--- src/rtl/lzw_seq_ctrl.sv ---
// Top-level sequencer for the LZW compressor: power-up delay, code RAM init,
// receive wait, LZW launch and transmit drain, with a per-state watchdog.
module lzw_seq_ctrl #(
    parameter int unsigned PWR_UP_CYCLES  = 66,
    parameter int unsigned TIMEOUT_CYCLES = 1048576,
    parameter int unsigned CNT_W          = 21
) (
    input  logic       CLK66,
    input  logic       RST_N,
    input  logic       SER_RECV_DONE,
    input  logic       DONE_CR,
    input  logic       LZW_DONE,
    input  logic       TX_BUSY,
    input  logic       TX_FIFO_EMPTY,
    input  logic       RESTART,
    output logic       PWR_UP,
    output logic       INIT_CR,
    output logic       INIT_LZW,
    output logic       FINAL_DONE,
    output logic       ERR,
    output logic [1:0] ERR_CODE,
    output logic [3:0] STATE_DBG
);

    typedef enum logic [3:0] {
        S_PWRUP     = 4'd0,
        S_INIT_CR   = 4'd1,
        S_WAIT_CR   = 4'd2,
        S_WAIT_RX   = 4'd3,
        S_START_LZW = 4'd4,
        S_WAIT_LZW  = 4'd5,
        S_DRAIN_TX  = 4'd6,
        S_DONE      = 4'd7,
        S_ERROR     = 4'd8
    } state_t;

    localparam logic [1:0] ERR_NONE = 2'd0;
    localparam logic [1:0] ERR_CR   = 2'd1;
    localparam logic [1:0] ERR_LZW  = 2'd2;
    localparam logic [1:0] ERR_TX   = 2'd3;

    localparam logic [CNT_W-1:0] PWRUP_LAST   = CNT_W'(PWR_UP_CYCLES - 1);
    localparam logic [CNT_W-1:0] TIMEOUT_LAST = CNT_W'(TIMEOUT_CYCLES - 1);
    localparam logic [CNT_W-1:0] CNT_MAX      = '1;

    state_t           state;
    state_t           state_nxt;
    logic [CNT_W-1:0] cnt;
    logic             rx_seen;
    logic             rx_seen_nxt;
    logic [1:0]       err_code_nxt;
    logic             timed_out;
    logic             tx_drained;

    assign timed_out  = (cnt == TIMEOUT_LAST);
    assign tx_drained = TX_FIFO_EMPTY && !TX_BUSY;

    // Completion inputs are checked before the watchdog so a same-cycle
    // completion always beats a timeout.
    always_comb begin
        // NOTE: every combinational output gets a default first so no path leaves it unassigned (no latch).
        state_nxt    = state;
        err_code_nxt = ERR_CODE;
        case (state)
            S_PWRUP: begin
                if (cnt == PWRUP_LAST) state_nxt = S_INIT_CR;
            end
            S_INIT_CR: begin
                state_nxt = S_WAIT_CR;
            end
            S_WAIT_CR: begin
                if (DONE_CR) begin
                    state_nxt = S_WAIT_RX;
                end else if (timed_out) begin
                    state_nxt    = S_ERROR;
                    err_code_nxt = ERR_CR;
                end
            end
            S_WAIT_RX: begin
                if (rx_seen || SER_RECV_DONE) state_nxt = S_START_LZW;
            end
            S_START_LZW: begin
                state_nxt = S_WAIT_LZW;
            end
            S_WAIT_LZW: begin
                if (LZW_DONE) begin
                    state_nxt = S_DRAIN_TX;
                end else if (timed_out) begin
                    state_nxt    = S_ERROR;
                    err_code_nxt = ERR_LZW;
                end
            end
            S_DRAIN_TX: begin
                if (tx_drained) begin
                    state_nxt = S_DONE;
                end else if (timed_out) begin
                    state_nxt    = S_ERROR;
                    err_code_nxt = ERR_TX;
                end
            end
            S_DONE: begin
                if (RESTART) state_nxt = S_INIT_CR;
            end
            S_ERROR: begin
                if (RESTART) begin
                    state_nxt    = S_INIT_CR;
                    err_code_nxt = ERR_NONE;
                end
            end
            default: begin
                state_nxt    = S_PWRUP;
                err_code_nxt = ERR_NONE;
            end
        endcase
    end

    // A receive finishing while the RAM is still initialising must not be lost.
    always_comb begin
        rx_seen_nxt = rx_seen;
        if (SER_RECV_DONE && (state inside {S_INIT_CR, S_WAIT_CR, S_WAIT_RX}))
            rx_seen_nxt = 1'b1;
        if (state_nxt == S_START_LZW)
            rx_seen_nxt = 1'b0;
    end

    always_ff @(posedge CLK66 or negedge RST_N) begin
        if (!RST_N) begin
            state      <= S_PWRUP;
            cnt        <= '0;
            rx_seen    <= 1'b0;
            PWR_UP     <= 1'b0;
            INIT_CR    <= 1'b0;
            INIT_LZW   <= 1'b0;
            FINAL_DONE <= 1'b0;
            ERR        <= 1'b0;
            ERR_CODE   <= ERR_NONE;
            STATE_DBG  <= S_PWRUP;
        end else begin
            // NOTE: sequential state uses non-blocking assignments so every register samples pre-edge values.
            state   <= state_nxt;
            rx_seen <= rx_seen_nxt;
            if (state_nxt != state)
                cnt <= '0;
            else if (cnt != CNT_MAX)
                cnt <= cnt + 1'b1;

            // Outputs are derived from the next state so they change on the
            // same edge as the state register.
            PWR_UP     <= PWR_UP || (state_nxt != S_PWRUP);
            INIT_CR    <= (state_nxt == S_INIT_CR);
            INIT_LZW   <= (state_nxt == S_START_LZW);
            FINAL_DONE <= (state_nxt == S_DONE);
            ERR        <= (state_nxt == S_ERROR);
            ERR_CODE   <= err_code_nxt;
            STATE_DBG  <= state_nxt;
        end
    end

endmodule

--- config.mk ---
export PLATFORM = sky130hd
export DESIGN_NAME = lzw_seq_ctrl
export DESIGN_NICKNAME = d
export VERILOG_FILES = /design/src/rtl/lzw_seq_ctrl.sv
export SDC_FILE = /design/constraint.sdc
export NUM_CORES = 1
export LEC_CHECK = 0
export CAP_MARGIN = 20
export CORE_MARGIN = 2
export CORE_UTILIZATION = 40
export CTS_CLUSTER_SIZE = 16
export DETAILED_ROUTE_END_ITERATION = 8
export PLACE_DENSITY = 0.63
export SLEW_MARGIN = 20
export SYNTH_ARGS = -nofsm -noshare
export SYNTH_HDL_FRONTEND = slang
export SYNTH_SLANG_ARGS = --single-unit
--- constraint.sdc ---
create_clock -name CLK66 -period 6.8 [get_ports CLK66]
set_clock_uncertainty 0.15 [all_clocks]
set_input_delay 1.36 -clock CLK66 [delete_from_list [all_inputs] [get_ports CLK66]]
set_output_delay 1.36 -clock CLK66 [all_outputs]
set_load 0.01 [all_outputs]
Word level (Yosys, flattened, before mapping)
Index checks and enable logic that the tools add are counted.
{"block": "totals", "register_bits": 33, "output_inout_bits": 11, "word_cells": 67, "inputBits": 8}
{"block": "op_classes", "n_reduce_logical": 13, "n_addsub": 1, "n_bitwise": 1, "n_eq_ne": 23, "muxes": 20}
{"op": "two-way mux 21 bit", "count": 2}
{"op": "one-hot mux 4 bit (8 select lines)", "count": 1}
{"op": "two-way mux 4 bit", "count": 7}
{"op": "equality test 4 x 3 -> 1 bit, second input constant", "count": 6}
{"op": "adder 21 x 1 -> 21 bit, second input constant", "count": 1}
{"op": "equality test 21 x 20 -> 1 bit, second input constant", "count": 1}
{"op": "equality test 21 x 7 -> 1 bit, second input constant", "count": 1}
{"op": "!= test 21 bit, second input constant", "count": 1}
{"op": "two-way mux 2 bit", "count": 7}
{"op": "!= test 2 bit, second input constant", "count": 7}
{"op": "one-hot mux 2 bit (5 select lines)", "count": 1}
{"op": "equality test 4 x 1 -> 1 bit, second input constant", "count": 2}
{"op": "equality test 4 x 2 -> 1 bit, second input constant", "count": 2}
{"op": "equality test 4 bit, second input constant", "count": 2}
{"op": "AND reduction 8 bit", "count": 1}
{"op": "OR reduction 5 bit", "count": 1}
{"op": "logical NOT 4 bit", "count": 1}
{"op": "!= test 4 bit", "count": 1}
{"op": "nonzero test 2 bit", "count": 2}
{"op": "nonzero test 4 bit", "count": 1}
{"op": "nonzero test 3 bit", "count": 1}
{"op": "logical AND 1 bit", "count": 2}
{"op": "logical OR 1 bit", "count": 2}
{"op": "two-way mux 1 bit", "count": 2}
{"op": "other kinds (3)", "count": 3}

Longest topological paths before layout
{"block": "logic_depth", "depth_word": 6, "mapped_depth": 9, "depth_no_buf": 8}

Least setup slack after synthesis
OpenSTA, ideal clock, no wires.
{"block": "synth_path", "path_type": "input port to flip-flop", "from": "input TX_FIFO_EMPTY", "to": "register PWR_UP", "t_arrival_ps": 2648, "required_ps": 6511, "setup_slack_ps": 3863, "path_stages": 6, "setup_ps": 139, "path_buffers": 0, "path_cell_list": "nor2b_1 -> o221ai_1 -> o21ai_0 -> or3_4 -> nor2_2 -> or4b_1"}
{"block": "synth_via", "elab_chain_len": 5}
{"item": "start, declared", "line_no": "14", "text": "input logic TX_FIFO_EMPTY,"}
{"item": "logical AND 1 bit", "line_no": "56", "text": "assign tx_drained = TX_FIFO_EMPTY && !TX_BUSY;"}
{"item": "two-way mux 4 bit", "line_no": "94", "text": "if (tx_drained) begin"}
{"item": "one-hot mux 4 bit (8 select lines)", "line_no": "64", "text": "case (state)"}
{"item": "via state_nxt[0]", "line_no": "47", "text": "state_t state_nxt;"}
{"item": "nonzero test 4 bit", "line_no": "149", "text": "PWR_UP <= PWR_UP || (state_nxt != S_PWRUP);"}
{"item": "logical OR 1 bit", "line_no": "149"}
{"item": "end signal, assigned", "line_no": "149"}
{"item": "end, declared", "line_no": "16", "text": "output logic PWR_UP,"}
The timed path passes the listed nets, and every way through them passes these cells.
A chain may end at the register's enable or synchronous reset.

Worst setup path after layout
{"block": "layout_path", "from": "input TX_FIFO_EMPTY", "to": "register cnt[1]"}
{"block": "layout_via", "elab_chain_len": 5, "elab_cells_between_ends": 6, "classes_between": "eq/ne (1); mux (3); reduce/logical (2)"}
{"item": "logical AND 1 bit (*)", "line_no": "56"}
{"item": "two-way mux 4 bit (*)", "line_no": "94"}
{"item": "one-hot mux 4 bit (8 select lines) (*)", "line_no": "64"}
{"item": "!= test 4 bit (*)", "line_no": "142", "text": "if (state_nxt != state)"}
{"item": "two-way mux 21 bit or nonzero test 2 bit (tied branches)"}
{"item": "end signal, assigned", "line_no": "145", "text": "cnt <= cnt + 1'b1;"}
{"item": "end, declared", "line_no": "48", "text": "logic [CNT_W-1:0] cnt;"}
Every way passes the cells marked *; elsewhere a longest branch is shown, timed or not.

==> flow_summary.json <==
{
  "status": "completed",
  "worstSetupStartpointType": "primary input",
  "synth.distinct_cells": 55,
  "yosysWarnings": 0,
  "drt-initial-drc-count": 139,
  "drt-wirelength-per-cell_um": 14.5,
  "drv_slew": 0,
  "drv_cap": 0,
  "synthToLayoutAreaGrowth_pct": 17.5,
  "nets": 243,
  "tritoncts": "built",
  "ys_ff_latch": 33,
  "via_per_inst": 5.41,
  "io_buffers": 18,
  "cts-htree-levels": 2,
  "worstPathMaxFanout": 21,
  "numClockSinks": 33,
  "worstPathArrival_ns": 4.06,
  "grt_pass1_wl_um": 7340,
  "fin_tns_setup_ns": 0,
  "rows": 25,
  "numCtsBuffers": 5,
  "fmax_mhz": 248,
  "layout-drive-gt1-share_pct": 10.7,
  "gp_congestion": 0.844,
  "ios": 19,
  "place_hpwl_um": 3060,
  "final_cell_mix": "dfrtp_1, nor2_1, clkdlybuf4s50_1",
  "hold_buffers": 0,
  "routed_wl_um": 4370,
  "hold_viol": 0,
  "die_x_um": 74.0,
  "grt_overflow": 0,
  "ant_nets": 0,
  "rsz0062_at_grt": "false",
  "layout_commonest_cell": "dfrtp_1",
  "clock_latency_ns": 0.29,
  "syn_inst": 216,
  "hold_slack_ns": 0.361,
  "total_power_mw": 0.778,
  "grt_usage_pct": 18.0,
  "vias": 1627,
  "initial_core_util_pct": 41.5,
  "grt_max_degree": 34,
  "ys.flop_type": "dfrtp_1",
  "die_area_um2": 5480,
  "path_clk_slew_ns": 0.07,
  "worstMarginPinSlew_ns": 0.936,
  "synth_area_um2": 1960,
  "syn_nets": 226,
  "dp.cells": 293,
  "grt_pass1_vias": 1511,
  "post-route-period-util_pct": 59.2,
  "min-delay-path-class": "reg2reg",
  "peakVddDrop_uv": 144,
  "cts_buffer_depth": 2,
  "core_um2": 4720,
  "num-fill-cells": 450,
  "p_leak_nw": 0.910,
  "critPathKind": "in2reg",
  "avgSynthCellArea_um2": 9.08,
  "cts_setup_buffers": 0,
  "post-route-min-period_ns": 4.03,
  "drc": 0,
  "post-route-util_pct": 48.8,
  "antenna_found_initial": 0,
  "stdcell_count": 301,
  "antennaDiodeCount": 0,
  "cts_resized": 0,
  "power_density_nw_per_um2": 338,
  "die_h_um": 74.0,
  "synth_edf_count": 0,
  "crit_required_ns": 6.83,
  "maxSlewHeadroom_pct": 37.3,
  "yosysSeqAreaShare_pct": 42.1,
  "async_reset_ff_share_pct": 100,
  "first_pass_iters": 4,
  "clockRootBuffer": "clkbuf_8",
  "cp-end-kind": "flop",
  "setup_viol": 0
}
cell usage after synthesis (4+ instances only):
cell type	count	area [um^2]
xnor2_1	6	52.6
nand4_1	7	43.8
nor4_1	7	43.8
xor2_1	12	105
buf_2	5	25.0
nor3_1	4	20.0
dfrtp_1	33	826
o21ai_0	6	30.0
nor2_1	31	116
inv_1	4	15.0
nand3_1	9	45.0
a21oi_1	10	50.1
nand2b_1	4	25.0
nand2_1	17	63.8
kinds of logic after synthesis:
family / share of synthesized area, %
muxes: 1.15
buffers and inverters: 3.00
AOI/OAI and AO/OA: 13.8
DFF: 42.1
adders and majority gates: 1.28
and+or+nand+nor: 30.6
xor gates and xnor gates: 8.04
state kept, by name, indices dropped and copies added (netlist names):
name / flops
ERR: 1
ERR_CODE: 2
FINAL_DONE: 1
INIT_CR: 1
INIT_LZW: 1
PWR_UP: 1
cnt: 21
rx_seen: 1
state: 4
where the power goes:
group | switching [mW] | internal (mW)
Clock | 0.0801 | 0.110
Combinational | 0.177 | 0.139
Sequential | 0.0484 | 0.223
final timing paths:
kind,cells past startpoint,slack [ns],endpoint,from
min,1,0.36,ERR_CODE[1]$_DFFE_PN0P_,ERR_CODE[1]$_DFFE_PN0P_
max,7,2.77,cnt[1]$_DFFE_PN0P_,TX_FIFO_EMPTY
max in group asynchronous,2,4.88,cnt[1]$_DFFE_PN0P_,RST_N
max reg2reg,6,3.64,cnt[1]$_DFFE_PN0P_,state[0]$_DFF_PN0_
min in group asynchronous,2,1.32,rx_seen$_DFFE_PN0P_,RST_N
min reg2reg,1,0.36,ERR_CODE[1]$_DFFE_PN0P_,ERR_CODE[1]$_DFFE_PN0P_
critical path: stages:
cell	delay, ns
clkdlybuf4s50_1	0.47
nor2b_1	0.27
a22oi_1	0.11
a221oi_1	0.36
o221a_2	0.27
nand4b_1	0.74
a211oi_1	0.47
final cells by class:
| type | count | area (um^2) | area share, % |
|---|---|---|---|
| multi-input combinational | 170 | 1080 | 46.7 |
| timing repair buffer | 19 | 188 | 8.15 |
| clock buffer | 5 | 68.8 | 2.99 |
| inverter | 4 | 15.0 | 0.652 |
| clock inverter | 3 | 46.3 | 2.01 |
| sequential | 33 | 826 | 35.9 |
| tap | 67 | 83.8 | 3.64 |
metal layers:
layer	track usage [%]	up-vias	part of all wire (%)
met5	0	-	0
met4	8.48	0	2.0
met3	3.79	8	3.7
met2	26.5	26	45
met1	25.3	778	50
li1	-	815	-
metrics by stage:
step / setup WS (ns) / instance area [um^2]
floorplan: 3.86 / 1960
global placement: 2.59 / 2190
detailed placement: 2.45 / 2190
CTS: 2.76 / 2300
global route: 2.56 / 2300
finish: 2.77 / 2300
Power figures use the tool's default switching activity.
